[src/rtl/serial_adder_ctrl_if.sv]
// Handshake and serial-operand bus between the serial adder controller
// and its requester / external operand shift registers.
interface serial_adder_ctrl_if #(
    parameter int WIDTH = 16
);
    logic             start;
    logic             cin;
    logic             sr_load;
    logic             a_bit;
    logic             b_bit;
    logic             busy;
    logic             done;
    logic [WIDTH-1:0] sum;
    logic             cout;
`ifdef SERIAL_ADDER_OVERFLOW_EN
    logic             ovf;
`endif

    modport master (
        output start, cin, a_bit, b_bit,
        input  sr_load, busy, done, sum, cout
`ifdef SERIAL_ADDER_OVERFLOW_EN
        , input ovf
`endif
    );

    modport slave (
        input  start, cin, a_bit, b_bit,
        output sr_load, busy, done, sum, cout
`ifdef SERIAL_ADDER_OVERFLOW_EN
        , output ovf
`endif
    );
endinterface

[src/rtl/serial_adder_ctrl.sv]
// Bit-serial adder controller: loads two external LSB-first shift registers
// and accumulates WIDTH sum bits. Optional ovf port: SERIAL_ADDER_OVERFLOW_EN.
module serial_adder_ctrl #(
    parameter int WIDTH = 16
) (
    input logic                clk,
    input logic                reset,
    serial_adder_ctrl_if.slave bus
);
    localparam int CW = $clog2(WIDTH);
    localparam logic [CW-1:0] LAST = CW'(WIDTH - 1);

    typedef enum logic [1:0] {
        S_IDLE,
        S_LOAD,
        S_SHIFT,
        S_DONE
    } state_t;

    state_t           r_state;
    state_t           w_next;
    logic [CW-1:0]    r_cnt;
    logic             r_carry;
    logic [WIDTH-1:0] r_sum;
    logic             r_cout;
    logic             w_s;
    logic             w_c;
    logic             w_last;
`ifdef SERIAL_ADDER_OVERFLOW_EN
    logic             r_ovf;
`endif

    assign w_s    = bus.a_bit ^ bus.b_bit ^ r_carry;
    assign w_c    = (bus.a_bit & bus.b_bit) | (bus.a_bit & r_carry)
                  | (bus.b_bit & r_carry);
    assign w_last = (r_cnt == LAST);

    always_comb begin
        w_next      = r_state;
        bus.sr_load = 1'b0;
        bus.busy    = 1'b0;
        bus.done    = 1'b0;
        case (r_state)
            S_IDLE: begin
                if (bus.start) w_next = S_LOAD;
            end
            S_LOAD: begin
                bus.sr_load = 1'b1;
                bus.busy    = 1'b1;
                w_next      = S_SHIFT;
            end
            S_SHIFT: begin
                bus.busy = 1'b1;
                if (w_last) w_next = S_DONE;
            end
            S_DONE: begin
                bus.done = 1'b1;
                w_next   = S_IDLE;
            end
            default: w_next = S_IDLE;
        endcase
    end

    always_ff @(posedge clk) begin
        if (reset) begin
            r_state <= S_IDLE;
            r_cnt   <= '0;
            r_carry <= 1'b0;
            r_sum   <= '0;
            r_cout  <= 1'b0;
`ifdef SERIAL_ADDER_OVERFLOW_EN
            r_ovf   <= 1'b0;
`endif
        end else begin
            r_state <= w_next;
            case (r_state)
                S_IDLE: begin
                    if (bus.start) r_carry <= bus.cin;
                end
                S_LOAD: begin
                    r_cnt <= '0;
                end
                S_SHIFT: begin
                    r_sum   <= {w_s, r_sum[WIDTH-1:1]};
                    r_carry <= w_c;
                    // Hold the counter on the last bit so it never wraps.
                    if (w_last) begin
                        r_cout <= w_c;
`ifdef SERIAL_ADDER_OVERFLOW_EN
                        r_ovf  <= r_carry ^ w_c;
`endif
                    end else begin
                        r_cnt <= r_cnt + 1'b1;
                    end
                end
                default: ;
            endcase
        end
    end

    assign bus.sum  = r_sum;
    assign bus.cout = r_cout;
`ifdef SERIAL_ADDER_OVERFLOW_EN
    assign bus.ovf  = r_ovf;
`endif
endmodule

[src/flat_wrapper.sv]
// flat-port wrapper written by rule: the top's interface ports become plain ports
module serial_adder_ctrl_flat 
#(
    parameter int WIDTH = 16
)
  (clk, reset, bus_start, bus_cin, bus_a_bit, bus_b_bit, bus_sr_load, bus_busy, bus_done, bus_sum, bus_cout);
  serial_adder_ctrl_if #(.WIDTH(WIDTH)) bus_i ();
  input logic clk;
  input logic reset;
  input wire logic [$bits(bus_i.start)-1:0] bus_start;
  input wire logic [$bits(bus_i.cin)-1:0] bus_cin;
  input wire logic [$bits(bus_i.a_bit)-1:0] bus_a_bit;
  input wire logic [$bits(bus_i.b_bit)-1:0] bus_b_bit;
  output wire logic [$bits(bus_i.sr_load)-1:0] bus_sr_load;
  output wire logic [$bits(bus_i.busy)-1:0] bus_busy;
  output wire logic [$bits(bus_i.done)-1:0] bus_done;
  output wire logic [$bits(bus_i.sum)-1:0] bus_sum;
  output wire logic [$bits(bus_i.cout)-1:0] bus_cout;
  assign bus_i.start = bus_start;
  assign bus_i.cin = bus_cin;
  assign bus_i.a_bit = bus_a_bit;
  assign bus_i.b_bit = bus_b_bit;
  assign bus_sr_load = bus_i.sr_load;
  assign bus_busy = bus_i.busy;
  assign bus_done = bus_i.done;
  assign bus_sum = bus_i.sum;
  assign bus_cout = bus_i.cout;
  serial_adder_ctrl #(.WIDTH(WIDTH)) u_core (.clk(clk), .reset(reset), .bus(bus_i));
endmodule
[config.mk]
export PLATFORM = sky130hd
export DESIGN_NAME = serial_adder_ctrl_flat
export DESIGN_NICKNAME = d
export VERILOG_FILES = /design/src/rtl/serial_adder_ctrl_if.sv /design/src/rtl/serial_adder_ctrl.sv /design/src/flat_wrapper.sv
export SDC_FILE = /design/constraint.sdc
export NUM_CORES = 1
export LEC_CHECK = 0
export CORE_UTILIZATION = 47
export DETAILED_ROUTE_END_ITERATION = 12
export PLACE_DENSITY = 0.77
export SYNTH_ARGS = -nofsm -noshare
export SYNTH_HDL_FRONTEND = slang
export SYNTH_SLANG_ARGS = --single-unit
[constraint.sdc]
create_clock -name clk -period 1.6 [get_ports clk]
set_input_delay 0.32 -clock clk [delete_from_list [all_inputs] [get_ports clk]]
set_output_delay 0.32 -clock clk [all_outputs]
set_load 0.02 [all_outputs]
==> run metrics, run 1 <==
commonest cells in the netlist=24 x dfxtp_1, 19 x nor2_1, 18 x mux2i_1; Syn Area/Cell=10.14 sq um; P&R area growth vs syn=31.67%; worst setup path class=flop to primary output; diodes inserted=0; largest net degree at the start of global routing=22; grt total ovfl=0; CP cell instances=buf_4 -> ha_1 -> clkdlybuf4s15_2; Gate power share=42.9%; CTS tree=yes; Initial Utilization=51.65%; DP Cell Count=158; DRC Markers=0; Reg2Reg Setup Slack=130 ps; #FFs+latches synth=24; EDFF count, synth=0; fin cells=162; TritonRoute pass-1 iters=4; Slew HR=81.81%; slowest cell on the critical path=dfxtp_2; CP endpoint=bus_done; Final ANT Viol Nets=0; Hold Crit Class=flop to flop; final setup skew=3.313 ps; first-pass GRT wire length=3.670 mm; hold_ws=525.4 ps; measured slew at the worst slew-check pin=270.6 ps; DP HPWL=1.499 mm; Port Buffers=25; Final GP Congestion=0.8389; fraction of registers with async set/reset=0%; count leader, synth=dfxtp_1; CTS clk-pin slew, worst paths=130 ps; P_sw=0.6287 mW; core box area=2042 sq um; Most used DFF post-synth=dfxtp_1; PD cells=1280 nW/um^2; clock share of power=18.2%; cts hold-fix bufs=0; WP data required=1280 ps; crit end category=primary output; clk buf depth=2; top post-synthesis cells by area=dfxtp_1 46%, mux2i_1 17%, nor2_1 6.8%; Syn Std Cell Area=1055 sq um; Crit path arrival time=1240 ps; CTS root buf=clkbuf_4; Post-Synthesis Cells=104; Net Sw Frac=35.37%; top-area cell type share of the netlist area=45.55%; setup bufs post-CTS=0; cts bufs inserted=3; r2r endpoint=u_core.bus.sum[5]; Max Freq=642.8 MHz; GRT Total Usage=19.87%; Total Wirelength=2.084 mm; WL/cell=12.86 um; Die Y=49.37 um; fillers=191; Synth warnings=0; Crit. Startpoint=u_core.r_state[0]; share of layout cells above drive strength 1=17.78%; fin crit period=1556 ps; Int Power=1.149 mW; Peak VDD IR=1.042 mV; final setup TNS=0 ps; initial antenna violation count=0; number of nets in the layout=148; # rows=16; Clock Sinks=24; Hold Crit Start=u_core.bus.sum[0]; Yosys top cell by area=dfxtp_1; status=finished clean; cell family with most CP delay=buffers and inverters; Die Wd=49.37 um; DRT iter0 DRCs=9; # IOs=26; sequential power share=39.0%; Seq/Total Area, Yosys=45.55%; Vias=830; path depth of the worst reg2reg path=6; crit path buf inv count=2; via/cell ratio=5.123; multi-input logic area=529.3 sq um; Clk Latency, worst-skew pair=320 ps; storage element area=481.7 sq um; post-synth net total=116; max-slew violation count=0; Leak=0.6157 nW; CP Depth=3; crit path launch type=flop; worst-path maximum fanout=3; Total Die Area=2437 sq um; total power=1.778 mW; # Max-Cap Violations=0; Final Hold Vio Count=0; fin crit share=97.24%; htree depth=1; crit-path max cell delay=340 ps; Distinct cells, synth=28; Final setup violation count=0; worst r2r src=u_core.r_state[0]; vias in the first global route=798
cells in the final DEF (no fill, tap or decap), drive strengths merged, types with 4 or more instances in the layout:
master         instances
dfxtp                 24
nor2                  19
mux2i                 18
dlygate4sd2           17
buf                    9
inv                    6
clkdlybuf4s50          5
ha                     5
nand2                  4
clkbuf                 4
tightest hold or removal path, stage by stage, from the launching register on:
cell and delay (ps):
dfxtp_1 360, mux2i_1 70, nor2_1 70
through the flow:
step,setup slack (ps),cell area (sq um),utilization [%]
global placement,-20.63,1373,67.22
CTS,14.28,1388,67.95
finish,44.20,1389,68.01
floorplan,287.9,1055,-
global route,-0.1709,1389,68.01
detailed placement,-60.63,1373,67.22
power by group through the flow:
stage	Clock [mW]	Sequential, mW	Combinational [mW]
after floorplan	0	0.715	0.541
after global placement	0	0.700	0.773
after detailed placement	0	0.705	0.798
after CTS	0.327	0.691	0.774
after global routing	0.343	0.703	0.838
final	0.323	0.693	0.762
area by class of cell:
class,count,share of cell area (%)
Tap cell,27,2.432
Clock buffer,4,2.613
Sequential cell,24,34.68
Inverter,6,1.622
Timing Repair Buffer,32,20.54
Multi-Input combinational cell,69,38.11
worst min-delay path by stage:
stage | to | slack [ps] | cells after the start
6_report | u_core.bus.sum[0] | 530 | 2
5_1_grt | u_core.bus.sum[0] | 550 | 2
4_1_cts | u_core.bus.sum[0] | 530 | 2
3_5_place_dp | u_core.bus.sum[0] | 500 | 2
3_3_place_gp | u_core.bus.sum[0] | 480 | 2
2_1_floorplan | u_core.r_cnt[0] | 420 | 1
state kept, by name (all words and copies together), names as in the netlist:
register         count
u_core.bus.cout      1
u_core.bus.sum      16
u_core.r_carry       1
u_core.r_cnt         4
u_core.r_state       2
cells by family after synthesis:
kind of cell / count (synthesis) / share of synthesized area, %
AO/OA/AOI/OAI: 10 / 8.897
adder cells (fa/ha/maj): 6 / 7.829
buffers and inverters: 11 / 5.100
flip-flops: 24 / 45.55
multiplexers: 18 / 17.08
AND/OR/NAND/NOR: 35 / 15.54
per-layer routing:
layer | GRT usage, % | wire [um]
met5 | 0 | 0
met4 | 10.00 | 45
met3 | 4.050 | 83
met2 | 32.65 | 964
met1 | 24.47 | 991
timing repair:
| action | 4_1_cts | 5_1_grt |
|---|---|---|
| gates cloned | 0 | 0 |
| gates resized for setup | 28 | 3 |
| pin swaps | 0 | 0 |
| endpoints found under the setup margin | 21 | 5 |
Note: power is estimated with default switching activity, not from simulation.
==> inputs of run 2 (changes only) <==
Clock period 1.6 ns to 1.5 ns, I/O delays scaled along.
==> run 2 against run 1 <==
Worst hold slack lost 6.1 ps. Power grew 19%. Final cell count grew 1.2%. Register-to-register slack lost 20 ps. Largest cell class unchanged.
==> run metrics, run 2 (same netlist as run 1, synthesis figures left out) <==
Final Hold Vio Count=0 (unchanged); fin crit period=1457 ps; DRC Markers=0 (unchanged); CP cell instances=inv_1 -> ha_1 -> buf_6; Int Power=1.437 mW (+25%); fin crit share=97.13%; crit path launch type=flop; Slew HR=82.47% (+0.66 points); CTS clk-pin slew, worst paths=130 ps (about the same); final setup TNS=0 ps (unchanged); Die Y=49.37 um (unchanged); WP data required=1200 ps (-80 ps); CTS tree=yes; # Max-Cap Violations=0 (unchanged); Reg2Reg Setup Slack=110 ps (-20 ps); clk buf depth=2 (unchanged); vias in the first global route=762 (-4.5%); final instance area=1438 sq um (+3.5%); CP endpoint=bus_busy; unrepaired setup endpoints after global routing=yes; Port Buffers=25 (unchanged); htree depth=1 (unchanged); Gate power share=43.1% (+0.2 points); DRT iter0 DRCs=8 (-1); max-slew violation count=0 (unchanged); P&R area growth vs syn=36.30%; most frequent cells in the layout=21 x dfxtp_1, 19 x nor2_1, 18 x mux2i_1; Total Wirelength=1.979 mm (-5.0%); diodes inserted=0 (unchanged); CTS root buf=clkbuf_4; measured slew at the worst slew-check pin=262.5 ps (-8.126 ps); status=finished clean; initial antenna violation count=0 (unchanged); Final GP Congestion=0.8438 (+0.58%); fin cells=164 (+1.2%); Hold Crit Class=flop to flop; Peak VDD IR=1.353 mV (+30%); largest net degree at the start of global routing=22 (unchanged); Crit. Startpoint=u_core.r_state[1]; Post-DP Area=1388 sq um (+1.1%); Leak=0.6334 nW (+2.9%); Die Wd=49.37 um (unchanged); first-pass GRT wire length=3.408 mm (-7.1%); TritonRoute pass-1 iters=4 (unchanged); Initial Utilization=51.65% (unchanged); crit path buf inv count=2 (unchanged); share of layout cells above drive strength 1=21.90% (+4.1 points); WL/cell=12.07 um (-6.2%); cts hold-fix bufs=0 (unchanged); Clock Sinks=24 (unchanged); Total Die Area=2437 sq um (unchanged); GRT Total Usage=17.68% (-2.2 points); # IOs=26 (unchanged); via/cell ratio=4.939 (-3.6%); hold_ws=519.2 ps (-6.134 ps); Clk Latency, worst-skew pair=310 ps (about the same); final setup skew=4.380 ps (+1.067 ps); Net Sw Frac=32.07% (-3.3 points); max reg flops=16 (unchanged); DP HPWL=1.417 mm (-5.5%); Max Freq=686.3 MHz; PD cells=1472 nW/um^2 (+15%); grt total ovfl=0 (unchanged); crit-path max cell delay=350 ps (about the same); crit end category=primary output; most common cell after layout, fill and taps aside=dfxtp_1; # rows=16 (unchanged); hold depth=2 (unchanged); Vias=810 (-2.4%); slowest cell on the critical path=dfxtp_2; worst-path maximum fanout=2 (-1); P_sw=0.6784 mW (+7.9%); core box area=2042 sq um (unchanged); Crit path arrival time=1160 ps (-80 ps); Final setup violation count=0 (unchanged); clock share of power=21.8% (+3.6 points); worst setup path class=flop to primary output; sequential power share=35.1% (-3.9 points); r2r endpoint=u_core.r_cnt[1]; CP Depth=3 (unchanged); path depth of the worst reg2reg path=6 (unchanged); DP Cell Count=160 (+1.3%); cts bufs inserted=3 (unchanged); number of nets in the layout=150 (+1.4%); worst r2r src=u_core.r_state[0]; cell family with most CP delay=flip-flops; Final ANT Viol Nets=0 (unchanged)
==> run 2: layout make-up <==
class	instances	area, sq um
Sequential cell	24	484.2
Fill cell	179	604.3
Tap cell	27	33.78
Clock inverter	1	30.03
Clock buffer	3	22.52
Timing Repair Buffer	34	310.3
Inverter	6	22.52
Multi-Input combinational cell	69	534.3
==> run 2: repair_timing <==
| action | 4_1_cts | 5_1_grt |
|---|---|---|
| buffers inserted | 0 | 0 |
| cloned | 0 | 0 |
| pin swaps | 0 | 1 |
| resized for setup | 29 | 12 |
| endpoints found under the setup margin | 20 | 13 |
==> run 2: metrics by stage <==
stage	setup slack, ps	util (%)	power (mW)
2_1_floorplan	187.9	-	1.339
6_report	42.98	70.40	2.116
3_3_place_gp	-100.8	67.95	1.617
5_1_grt	-5.029	70.40	2.222
3_5_place_dp	-151.4	67.95	1.628
4_1_cts	10.29	68.75	2.036
==> run 2: worst min path at each step <==
| stage | startpoint | end |
|---|---|---|
| 2_1_floorplan | reset | u_core.r_cnt[0] |
| 3_3_place_gp | u_core.bus.sum[0] | u_core.bus.sum[0] |
| 3_5_place_dp | u_core.bus.sum[0] | u_core.bus.sum[0] |
| 4_1_cts | u_core.bus.sum[0] | u_core.bus.sum[0] |
| 5_1_grt | u_core.bus.sum[0] | u_core.bus.sum[0] |
| 6_report | u_core.bus.sum[0] | u_core.bus.sum[0] |
==> run 2: worst min-delay path: stages, from the launching register on <==
cell	delay [ps]
dfxtp_1	350
mux2i_1	60
nor2_1	80
==> run 2: metal layers <==
metal | share of wire [%] | global-route usage, % | vias up | routed length [um]
met5 | 0 | 0 | - | 0
met4 | 0.71 | 7.143 | 0 | 14
met3 | 3.2 | 2.181 | 2 | 64
met2 | 47 | 29.45 | 12 | 922
met1 | 49 | 23.06 | 374 | 978
li1 | - | - | 422 | -
==> run 2: power groups by stage <==
| stage | clock network [mW] | logic, mW | registers [mW] |
|---|---|---|---|
| floorplan | 0 | 0.577 | 0.763 |
| global placement | 0 | 0.871 | 0.747 |
| detailed placement | 0 | 0.879 | 0.749 |
| CTS | 0.464 | 0.837 | 0.735 |
| global route | 0.491 | 0.980 | 0.751 |
| finish | 0.461 | 0.912 | 0.743 |
==> inputs of run 3 (changes only) <==
Settings changed: SETUP_SLACK_MARGIN set to 0.3, SKIP_CTS_REPAIR_TIMING set to 1.
==> run 3 against run 2 <==
Sequential share of layout area is 0.18 points higher. Maximum frequency is 1.6% higher. Core utilization grew 3.1 points. Sequential power rose by 5.5%. Setup slack improved by 22 ps. Register-to-register slack better by 20 ps. Clock-buffer cell count is 1 higher. Combinational power is 26% higher. Global-route usage grew 2.2 points. Critical endpoint unchanged. Highest routed layer unchanged.
==> run metrics, run 3 (same netlist as run 1, synthesis figures left out) <==
htree depth=1 (unchanged); final worst slack=65.35 ps (+22.37 ps); share of layout cells above drive strength 1=51.82% (+30 points); CTS root buf=clkbuf_4; Clock Sinks=24 (unchanged); diodes inserted=0 (unchanged); DRC Markers=0 (unchanged); TritonRoute pass-1 iters=4 (unchanged); largest net degree at the start of global routing=22 (unchanged); final instance area=1500 sq um (+4.4%); P_sw=0.8004 mW (+18%); CP endpoint=bus_busy; P&R area growth vs syn=42.23%; fin crit period=1435 ps (-22.37 ps); DP HPWL=1.511 mm (+6.6%); initial antenna violation count=0 (unchanged); core box area=2042 sq um (unchanged); unrepaired setup endpoints after global routing=yes; Clk Latency, worst-skew pair=320 ps (about the same); Leak=0.6012 nW (-5.1%); clock share of power=17.4% (-4.4 points); Gate power share=49.1% (+6.0 points); Final setup violation count=0 (unchanged); via/cell ratio=5.171 (+4.7%); Crit path arrival time=1130 ps (-30 ps); CTS clk-pin slew, worst paths=140 ps (about the same); fillers=154 (-14%); # rows=16 (unchanged); fin crit share=95.64% (-1.5 points); fin cells=164 (unchanged); Hold Crit Start=u_core.bus.sum[6]; Net Sw Frac=34.20% (+2.1 points); final setup TNS=0 ps (unchanged); # Max-Cap Violations=0 (unchanged); crit end category=primary output; worst setup path class=flop to primary output; Reg2Reg Setup Slack=130 ps (+20 ps); Final ANT Viol Nets=0 (unchanged); sequential power share=33.5% (-1.6 points); max-slew violation count=0 (unchanged); Total Die Area=2437 sq um (unchanged); worst-path maximum fanout=3 (+1); Final GP Congestion=0.7906 (-6.3%); cts bufs inserted=3 (unchanged); final setup skew=5.833 ps (+1.453 ps); first-pass GRT wire length=3.698 mm (+8.5%); PD cells=1560 nW/um^2 (+6.0%); Port Buffers=25 (unchanged); GRT Total Usage=19.84% (+2.2 points); measured slew at the worst slew-check pin=293.5 ps (+31.01 ps); hold_ws=517.0 ps (-2.259 ps); # IOs=26 (unchanged); Max Freq=697.0 MHz (+1.6%); Die Wd=49.37 um (unchanged); Slew HR=80.40% (-2.1 points); vias in the first global route=880 (+15%); most common cell after layout, fill and taps aside=nor2_1; slowest cell on the critical path=dfxtp_4; r2r endpoint=u_core.r_cnt[3]; Crit. Startpoint=u_core.r_state[1]; Peak VDD IR=1.232 mV (-9.0%); number of nets in the layout=150 (unchanged); DRT iter0 DRCs=13 (+5); clk buf depth=2 (unchanged); worst r2r src=u_core.r_state[0]; status=finished clean; most frequent cells in the layout=19 x nor2_1, 18 x mux2i_1, 16 x clkbuf_2, 16 x dfxtp_2, 6 x dfxtp_1; CTS tree=yes; path depth of the worst reg2reg path=6 (unchanged); grt total ovfl=0 (unchanged); crit-path max cell delay=400 ps (+50 ps); Final Hold Vio Count=0 (unchanged); Hold Crit Class=flop to flop; Post-DP Area=1421 sq um (+2.4%); Initial Utilization=51.65% (unchanged); crit path launch type=flop; Die Y=49.37 um (unchanged); CP cell instances=inv_4 -> ha_4 -> buf_6; Total Wirelength=2.352 mm (+19%); max reg flops=16 (unchanged); dpl ws=-150.5 ps (+0.9050 ps); WP data required=1200 ps (about the same); DP Cell Count=157 (-1.9%); WL/cell=14.34 um (+19%); Vias=848 (+4.7%); Int Power=1.540 mW (+7.2%)
[run 3: cell types whose count changed in the layout (fill, tap and decap cells not counted), sizes merged]
cell,change
clkbuf,+18
bufinv,-1
dlygate4sd2,-17
[run 3: critical path: cells and delay by family (launching register included)]
kind,cells,cell delay (ps)
buffers and inverters,2,150
DFF,1,400
adders and majority gates,1,260
[run 3: worst min path at each step]
stage                             end  slack, ps  cells after the start
floorplan             u_core.r_cnt[0]        400                      1
global placement    u_core.bus.sum[0]        480                      2
detailed placement  u_core.r_state[1]        490                      2
CTS                 u_core.r_state[1]        520                      2
global route        u_core.bus.sum[6]        550                      2
finish              u_core.bus.sum[5]        520                      2
[run 3: routing by layer]
layer	GRT usage, %	wire (um)	vias up
met5	0	0	-
met4	8.571	28	0
met3	3.738	98	3
met2	34.25	1164	21
met1	23.84	1061	396
li1	-	-	428
[run 3: metrics by stage]
stage	power (mW)	util, %
after CTS	2.118	71.94
after floorplan	1.488	-
after detailed placement	1.707	69.61
final	2.341	73.47
after global routing	2.468	73.47
after global placement	1.674	69.61
[run 3: power groups by stage]
stage / sequential (mW) / combinational (mW) / clock [mW]
floorplan: 0.793 / 0.695 / 0
global placement: 0.778 / 0.895 / 0
detailed placement: 0.780 / 0.926 / 0
CTS: 0.768 / 0.937 / 0.414
global route: 0.793 / 1.24 / 0.434
finish: 0.784 / 1.15 / 0.407
[run 3: area by class of cell]
class	count	area [sq um]	area share, %
well taps	27	33.78	2.252
flip-flops and latches	24	508.0	33.86
repair buffers	34	282.8	18.85
multi-input cells	69	600.6	40.03
inverters	6	27.53	1.835
clock buffers	4	47.55	3.169
